## config.mk

```make
export PLATFORM = sky130hd
export DESIGN_NAME = decode_pipe
export DESIGN_NICKNAME = d
export VERILOG_FILES = /design/src/rtl/decode_pipe.sv
export SDC_FILE = /design/constraint.sdc
export NUM_CORES = 1
export LEC_CHECK = 0
export BUFFER_PORTS_ARGS = -buffer_cell sky130_fd_sc_hd__buf_2
export CORE_UTILIZATION = 55
export DETAILED_ROUTE_END_ITERATION = 10
export GPL_ROUTABILITY_DRIVEN = 0
export GPL_TIMING_DRIVEN = 0
export HOLD_SLACK_MARGIN = 0.08
export PLACE_DENSITY_LB_ADDON = 0.05
export SYNTH_ARGS = -nofsm -noshare
export SYNTH_HDL_FRONTEND = slang
export SYNTH_SLANG_ARGS = --single-unit
export TNS_END_PERCENT = 5
```

## constraint.sdc

```tcl
create_clock -name clk -period 4.63 [get_ports clk]
set_input_delay 0.926 -clock clk [delete_from_list [all_inputs] [get_ports clk]]
set_output_delay 0.926 -clock clk [all_outputs]
set_load 0.05 [all_outputs]
```

## src/rtl/decode_pipe.sv

```systemverilog
// Decode stage: register file, per-register pending-write scoreboard and ID/EX register with valid/ready.
// Optional macro DECODE_BYPASS_EN forwards same-cycle writeback data to source operands.
module decode_pipe #(
    parameter int DATA_W = 16,
    parameter int REG_AW = 3,
    parameter int CTRL_W = 16,
    parameter int PEND_W = 2
) (
    input  logic              clk,
    input  logic              rst,
    input  logic              in_valid,
    output logic              in_ready,
    input  logic [REG_AW-1:0] in_rs,
    input  logic [REG_AW-1:0] in_rt,
    input  logic              in_use_rs,
    input  logic              in_use_rt,
    input  logic [REG_AW-1:0] in_rd,
    input  logic              in_rd_we,
    input  logic [DATA_W-1:0] in_imm,
    input  logic [CTRL_W-1:0] in_ctrl,
    output logic              out_valid,
    input  logic              out_ready,
    output logic [DATA_W-1:0] out_rs_data,
    output logic [DATA_W-1:0] out_rt_data,
    output logic [REG_AW-1:0] out_rd,
    output logic              out_rd_we,
    output logic [DATA_W-1:0] out_imm,
    output logic [CTRL_W-1:0] out_ctrl,
    input  logic              wb_we,
    input  logic [REG_AW-1:0] wb_sel,
    input  logic [DATA_W-1:0] wb_data,
    input  logic              flush,
    output logic              err
);
    localparam int NUM_REGS = 2 ** REG_AW;
    localparam logic [PEND_W-1:0] CNT_MAX = '1;

    logic [DATA_W-1:0]   rf_reg   [NUM_REGS];
    logic [PEND_W-1:0]   cnt_reg  [NUM_REGS];
    logic [PEND_W-1:0]   cnt_next [NUM_REGS];
    logic [NUM_REGS-1:0] busy;
    logic [NUM_REGS-1:0] wb_hit;
    logic [NUM_REGS-1:0] kill_hit;
    logic [NUM_REGS-1:0] inc_hit;
    logic [NUM_REGS-1:0] empty_after_kill;
    logic                hazard;
    logic                fire;
    logic                kill;
    logic [DATA_W-1:0]   rs_data;
    logic [DATA_W-1:0]   rt_data;

    assign kill     = flush & out_valid & out_rd_we;
    assign hazard   = (in_use_rs & busy[in_rs]) | (in_use_rt & busy[in_rt])
                    | (in_rd_we & (cnt_reg[in_rd] == CNT_MAX));
    assign in_ready = rst & ~flush & ~hazard & (~out_valid | out_ready);
    assign fire     = in_valid & in_ready;

    generate
        for (genvar gi = 0; gi < NUM_REGS; gi++) begin : g_reg
            logic [PEND_W-1:0] cnt_after_kill;
            assign wb_hit[gi]           = wb_we & (wb_sel == REG_AW'(gi));
            assign kill_hit[gi]         = kill & (out_rd == REG_AW'(gi));
            assign inc_hit[gi]          = fire & in_rd_we & (in_rd == REG_AW'(gi));
            assign cnt_after_kill       = cnt_reg[gi] - PEND_W'(kill_hit[gi]);
            assign empty_after_kill[gi] = (cnt_after_kill == '0);
            // A writeback against an empty counter leaves it at zero instead of wrapping.
            assign cnt_next[gi] = cnt_after_kill - PEND_W'(wb_hit[gi] & ~empty_after_kill[gi])
                                + PEND_W'(inc_hit[gi]);
`ifdef DECODE_BYPASS_EN
            assign busy[gi] = cnt_reg[gi] > PEND_W'(wb_hit[gi]);
`else
            assign busy[gi] = (cnt_reg[gi] != '0);
`endif
        end
    endgenerate

    always_comb begin
        rs_data = rf_reg[in_rs];
        rt_data = rf_reg[in_rt];
`ifdef DECODE_BYPASS_EN
        if (wb_we && (wb_sel == in_rs)) rs_data = wb_data;
        if (wb_we && (wb_sel == in_rt)) rt_data = wb_data;
`endif
    end

    always_ff @(posedge clk) begin
        if (!rst) begin
            for (int i = 0; i < NUM_REGS; i++) begin
                rf_reg[i]  <= '0;
                cnt_reg[i] <= '0;
            end
            err <= 1'b0;
        end else begin
            for (int i = 0; i < NUM_REGS; i++) begin
                cnt_reg[i] <= cnt_next[i];
                if (wb_hit[i]) rf_reg[i] <= wb_data;
            end
            if (|(wb_hit & empty_after_kill)) err <= 1'b1;
        end
    end

    always_ff @(posedge clk) begin
        if (!rst) begin
            out_valid   <= 1'b0;
            out_rs_data <= '0;
            out_rt_data <= '0;
            out_rd      <= '0;
            out_rd_we   <= 1'b0;
            out_imm     <= '0;
            out_ctrl    <= '0;
        end else if (fire) begin
            out_valid   <= 1'b1;
            out_rs_data <= rs_data;
            out_rt_data <= rt_data;
            out_rd      <= in_rd;
            out_rd_we   <= in_rd_we;
            out_imm     <= in_imm;
            out_ctrl    <= in_ctrl;
        end else if (flush || out_ready) begin
            out_valid <= 1'b0;
        end
    end
endmodule

```

# == After elaboration in Yosys (flattened, before gate mapping) ==
# Memory sizes are Yosys's and may differ from the RTL's. A register that Yosys moved wholly into a read port is not among the register bits.
# Index checks and enable logic that the tools add are counted.
# Widths: inputs -> output; s select.
# classes
n_addsub,24
order_cmp,2
eq_ne,22
muxes,48
bitwise,73
n_reduce_logical,24
# op_table
operator,count
$mux 16,8
$eq 3x3->1 const B,12
$and 1x1->1,34
$mux 1,30
$or 1x1->1,19
$eq 3x2->1 const B,6
$reduce_bool 2->1,9
$add 2x1->2,8
$and 1x2->2,8
$logic_not 2->1,8
$mux 2,8
$not 1->2,8
$sub 2x1->2,8
$sub 2x2->2,8
$eq 3x1->1 const B,3
$logic_not 3->1,3
$and 8x8->8,1
$lt 3x4->1 const B,2
$reduce_or 8->1,1
$bmux 1 s3,2
$not 1->1,3
$eq 2x2->1 const B,1
$logic_not 1->1,2
$logic_or 1x1->1,1
# totals
regBits,38
mem_bits_rw,144
input_bits,69
output_inout_bits,71
word_cells,201
n_memories,2
# memory_table
memory,depth,word_bits,read_ports,rd_clocked_by_memory_dff,wr,line,rtl
rf_reg,8,16,2,2,8,38,logic [DATA_W-1:0] rf_reg [NUM_REGS];
cnt_reg,8,2,9,0,8,39,logic [PEND_W-1:0] cnt_reg [NUM_REGS];

# == Longest topological paths before layout ==
# depth
word_depth,14
mapped_depth,13
ltp_nobuf,12

# == Least setup slack after synthesis ==
# OpenSTA, ideal clock, no wires.
# synth_timing
path_type,in2reg
startpoint,input in_rt[2]
endpoint,memory cnt_reg[0][1]
setup_ns,0.115
arrival_time_ns,2.998
t_required_ns,4.515
slack_ns,1.517
cell_stages,13
n_path_buf,3
cell_sequence,clkbuf_1 -> buf_2 -> nor3_1 -> a21oi_1 -> o21ai_0 -> and4b_1 -> buf_6 -> nand3_1 -> nor4b_1 -> ha_1 -> xor2_1 -> xnor2_1 -> and2_1
# synth_rtl
element,line,rtl
start: declaration,14,"input logic [REG_AW-1:0] in_rt,"
end: declaration,39,

# == Worst setup path after layout ==
# layout_timing
startpoint,input in_rs[2]
endpoint,output in_ready
# layout_via
elab_chain_len,8
# layout_lines
element,line,rtl
start: declaration,13,"input logic [REG_AW-1:0] in_rs,"
$bmux 1 s3,53,assign hazard = (in_use_rs & busy[in_rs]) | (in_use_rt & busy[in_rt])
$mux 1 (not written as such),53,
$and 1x1->1,53,
$or 1x1->1,53,
$or 1x1->1,54,| (in_rd_we & (cnt_reg[in_rd] == CNT_MAX));
$not 1->1,55,assign in_ready = rst & ~flush & ~hazard & (~out_valid | out_ready);
$and 1x1->1 (2 in a row),55,
end: declaration,12,"output logic in_ready,"
# No other way between the ends. The select of a mux whose other input is x is not followed.

==> flow_metrics.py <==
metrics = {
    "power_and_ir_drop": {
        "seqPwrFrac_pct": 45.9,
        "clkPwrFrac_pct": 40.8,
        "p_sw_share_pct": 25.6,
        "p_int_uw": 3580,
        "combPwrFrac_pct": 13.3,
        "power_leakage_uw": 0.00548,
        "total_power_uw": 4810,
        "irDropWorstVdd_v": 0.000291,
        "power.switching_uw": 1230,
        "p_per_area_nw_per_um2": 392,
    },
    "setup_path": {
        "startpoint_type": "primary input",
        "cp.arrival_ns": 2.48,
        "crit_family": "buffers and inverters",
        "criticalPathCategory": "primary input to output port",
        "crit_start": "in_rs[2]",
        "critPathRequiredTime_ns": 3.70,
        "crit_path_max_fanout": 9,
        "reg2reg_from": "cnt_reg[6][1]",
        "cp.depth": 6,
        "r2r-end": "cnt_reg[0][1]",
        "crit_path_end": "in_ready",
        "end_kind": "output port",
        "cp_slowest_stage_delay_ns": 0.63,
        "path_buf_inv": 3,
        "path_cells": "buf_1 > nand2b_1 > o22ai_1 > and4b_1 > buf_6 > buf_2",
        "cp_slowest_cell": "buf_1",
        "r2r_cells": 11,
        "r2r_setup_slack_ns": 2.04,
    },
    "global_routing": {
        "grt.total_usage_pct": 28.0,
        "grt_max_degree": 17,
        "grt_overflow": 0,
        "antenna_found_initial": 0,
        "grt_pass1_wl_mm": 40.5,
        "grt_pass1_vias": 7091,
    },
    "floorplan": {
        "io_pins": 140,
        "die_height_um": 140,
        "row_count": 50,
        "start_util_pct": 56.1,
        "dieArea_sq_um": 19600,
        "coreArea_sq_um": 18700,
        "die_w_um": 140,
    },
    "drt": {
        "drc": 0,
        "drt_iter0_drc": 502,
        "drt-total-wl_mm": 26.8,
        "dr.pass1.iters": 5,
        "ant_nets": 0,
        "wl_per_cell_um": 21.2,
        "viasPerCell": 5.67,
        "via_count": 7175,
    },
    "timing": {
        "setup_viol": 0,
        "slew_viol_final": 0,
        "max-slew-margin-rel_pct": 32.6,
        "timing.setup.tns_ns": 0,
        "finalHoldViolCount": 0,
        "min_period_over_period_pct": 73.6,
        "min_period_ns": 3.41,
        "rsz0062_at_grt": "false",
        "finClkSkew_ns": 0.00908,
        "max_freq_mhz": 294,
        "max_slew.worst_pin.slew_ns": 1.01,
    },
    "yosys": {
        "synth_cells": 858,
        "synth-edff-count": 128,
        "yosys.area.top_type": "edfxtp_1",
        "synth_area_sq_um": 10500,
        "ys_ff_latch": 214,
        "synth.distinct_cells": 42,
        "syn_avg_cell_area_sq_um": 12.2,
        "synth_fp_nets": 951,
        "synth_top_cell_area_share_pct": 36.6,
        "yosysSeqAreaShare_pct": 53.0,
        "yosys_warnings": 0,
        "synthFlopType": "edfxtp_1",
        "synth-async-reset-ratio_pct": 0,
        "netlist_top_cells_area": "edfxtp_1 (37%), dfxtp_1 (16%), mux4_2 (14%), mux2i_1 (9.5%), nor2_1 (4.2%)",
    },
    "cts": {
        "cts_tree": "built",
        "postCtsResizedCells": 0,
        "cts_inserted_buffers": 24,
        "cts_buffer_depth": 3,
        "htreeDepth": 1,
        "cts-root-buf": "clkbuf_16",
        "hold_buffers": 0,
        "numClockSinks": 214,
        "clk_latency_ns": 0.52,
        "cts.clk_slew.worst_paths_ns": 0.06,
        "postCtsSetupBuffers": 0,
    },
    "final_layout": {
        "syn2layout_area_growth_pct": 16.8,
        "final_area_sq_um": 12300,
        "final_common_cell": "buf_2",
        "largest_reg_flops": 128,
        "nets": 1107,
        "antenna_cells": 0,
        "mostFrequentLayoutCells": "buf_2 (137), edfxtp_1 (128), nor2_1 (117)",
        "drive_gt1_share_pct": 24.4,
    },
    "placed_design": {
        "place_area_sq_um": 11500,
        "port-buffer-count": 129,
        "dp_hpwl_mm": 18.6,
    },
    "hold_path": {
        "min_path_type": "register to register",
    },
    "status": {
        "status": "complete, no violations",
    },
    "job": {
        "max_cap_violations": 0,
    },
}
==> final cells by class <==
cell class	count	area [sq um]
buffer	53	278
inverter	69	259
tap	234	293
multi-input combinational	522	4400
clock buffer	29	641
fill	1458	6440
timing repair buffer	130	661
sequential	214	5570
clock inverter	15	169
==> kinds of logic after synthesis <==
logic type                 synth area share (%)
AOI/OAI and AO/OA                          1.72
xor gates and xnor gates                   2.00
adders and majority gates                  2.86
muxes                                      23.7
and+or+nand+nor                            11.6
buffers and inverters                      5.11
DFF                                        53.0
==> layer usage <==
layer	wire length, um	track usage, %	vias up
met2	12300	45.6	336
met1	11400	38.4	3439
met3	2440	5.20	47
li1	-	-	3353
met4	664	8.16	0
met5	0	0	-
==> cells in the mapped netlist (4+ instances only) <==
cell type	number
o21ai_0	4
xnor2_1	17
mux2i_1	100
edfxtp_1	128
dfxtp_1	86
buf_2	8
nand3b_1	4
buf_4	5
a21oi_1	7
ha_1	24
mux4_2	66
xor2_1	7
and2_1	17
nand3_1	12
nor3_1	6
nand2_1	103
nand2b_1	5
inv_1	69
nor2_1	117
clkbuf_1	32
==> power by group through the flow <==
| stage | Clock [uW] | Sequential [uW] | Combinational, uW |
|---|---|---|---|
| 2_1_floorplan | 0 | 2360 | 318 |
| 3_3_place_gp | 0 | 2240 | 632 |
| 3_5_place_dp | 0 | 2240 | 640 |
| 4_1_cts | 1980 | 2200 | 642 |
| 5_1_grt | 2050 | 2220 | 677 |
| 6_report | 1960 | 2210 | 641 |
==> worst min path at each step <==
stage / startpoint / to / depth (start not counted)
after floorplan: out_imm[4] / out_imm[4] / 2
after detailed placement: out_ctrl[11] / out_ctrl[11] / 2
after CTS: out_ctrl[3] / out_ctrl[3] / 2
after global placement: out_imm[12] / out_imm[12] / 2
after global routing: out_rt_data[8] / out_rt_data[8] / 2
final: out_ctrl[3] / out_ctrl[3] / 2
==> per-stage QoR <==
stage	worst slack, ns	util [%]	hold WS [ns]	instances
final	1.22	65.6	0.452	1266
after global routing	1.09	65.6	0.473	1266
after detailed placement	0.766	61.2	0.449	1222
after CTS	1.20	65.6	0.456	1266
after floorplan	1.52	-	0.676	858
after global placement	0.448	61.1	0.442	1221
==> tightest hold or removal path, delay by kind of cell (launching register included) <==
| kind | cells | cell delay, ns |
|---|---|---|
| multiplexers | 1 | 0.05 |
| AND/OR/NAND/NOR | 1 | 0.05 |
| flip-flops | 1 | 0.30 |
Power figures use the tool's default switching activity.
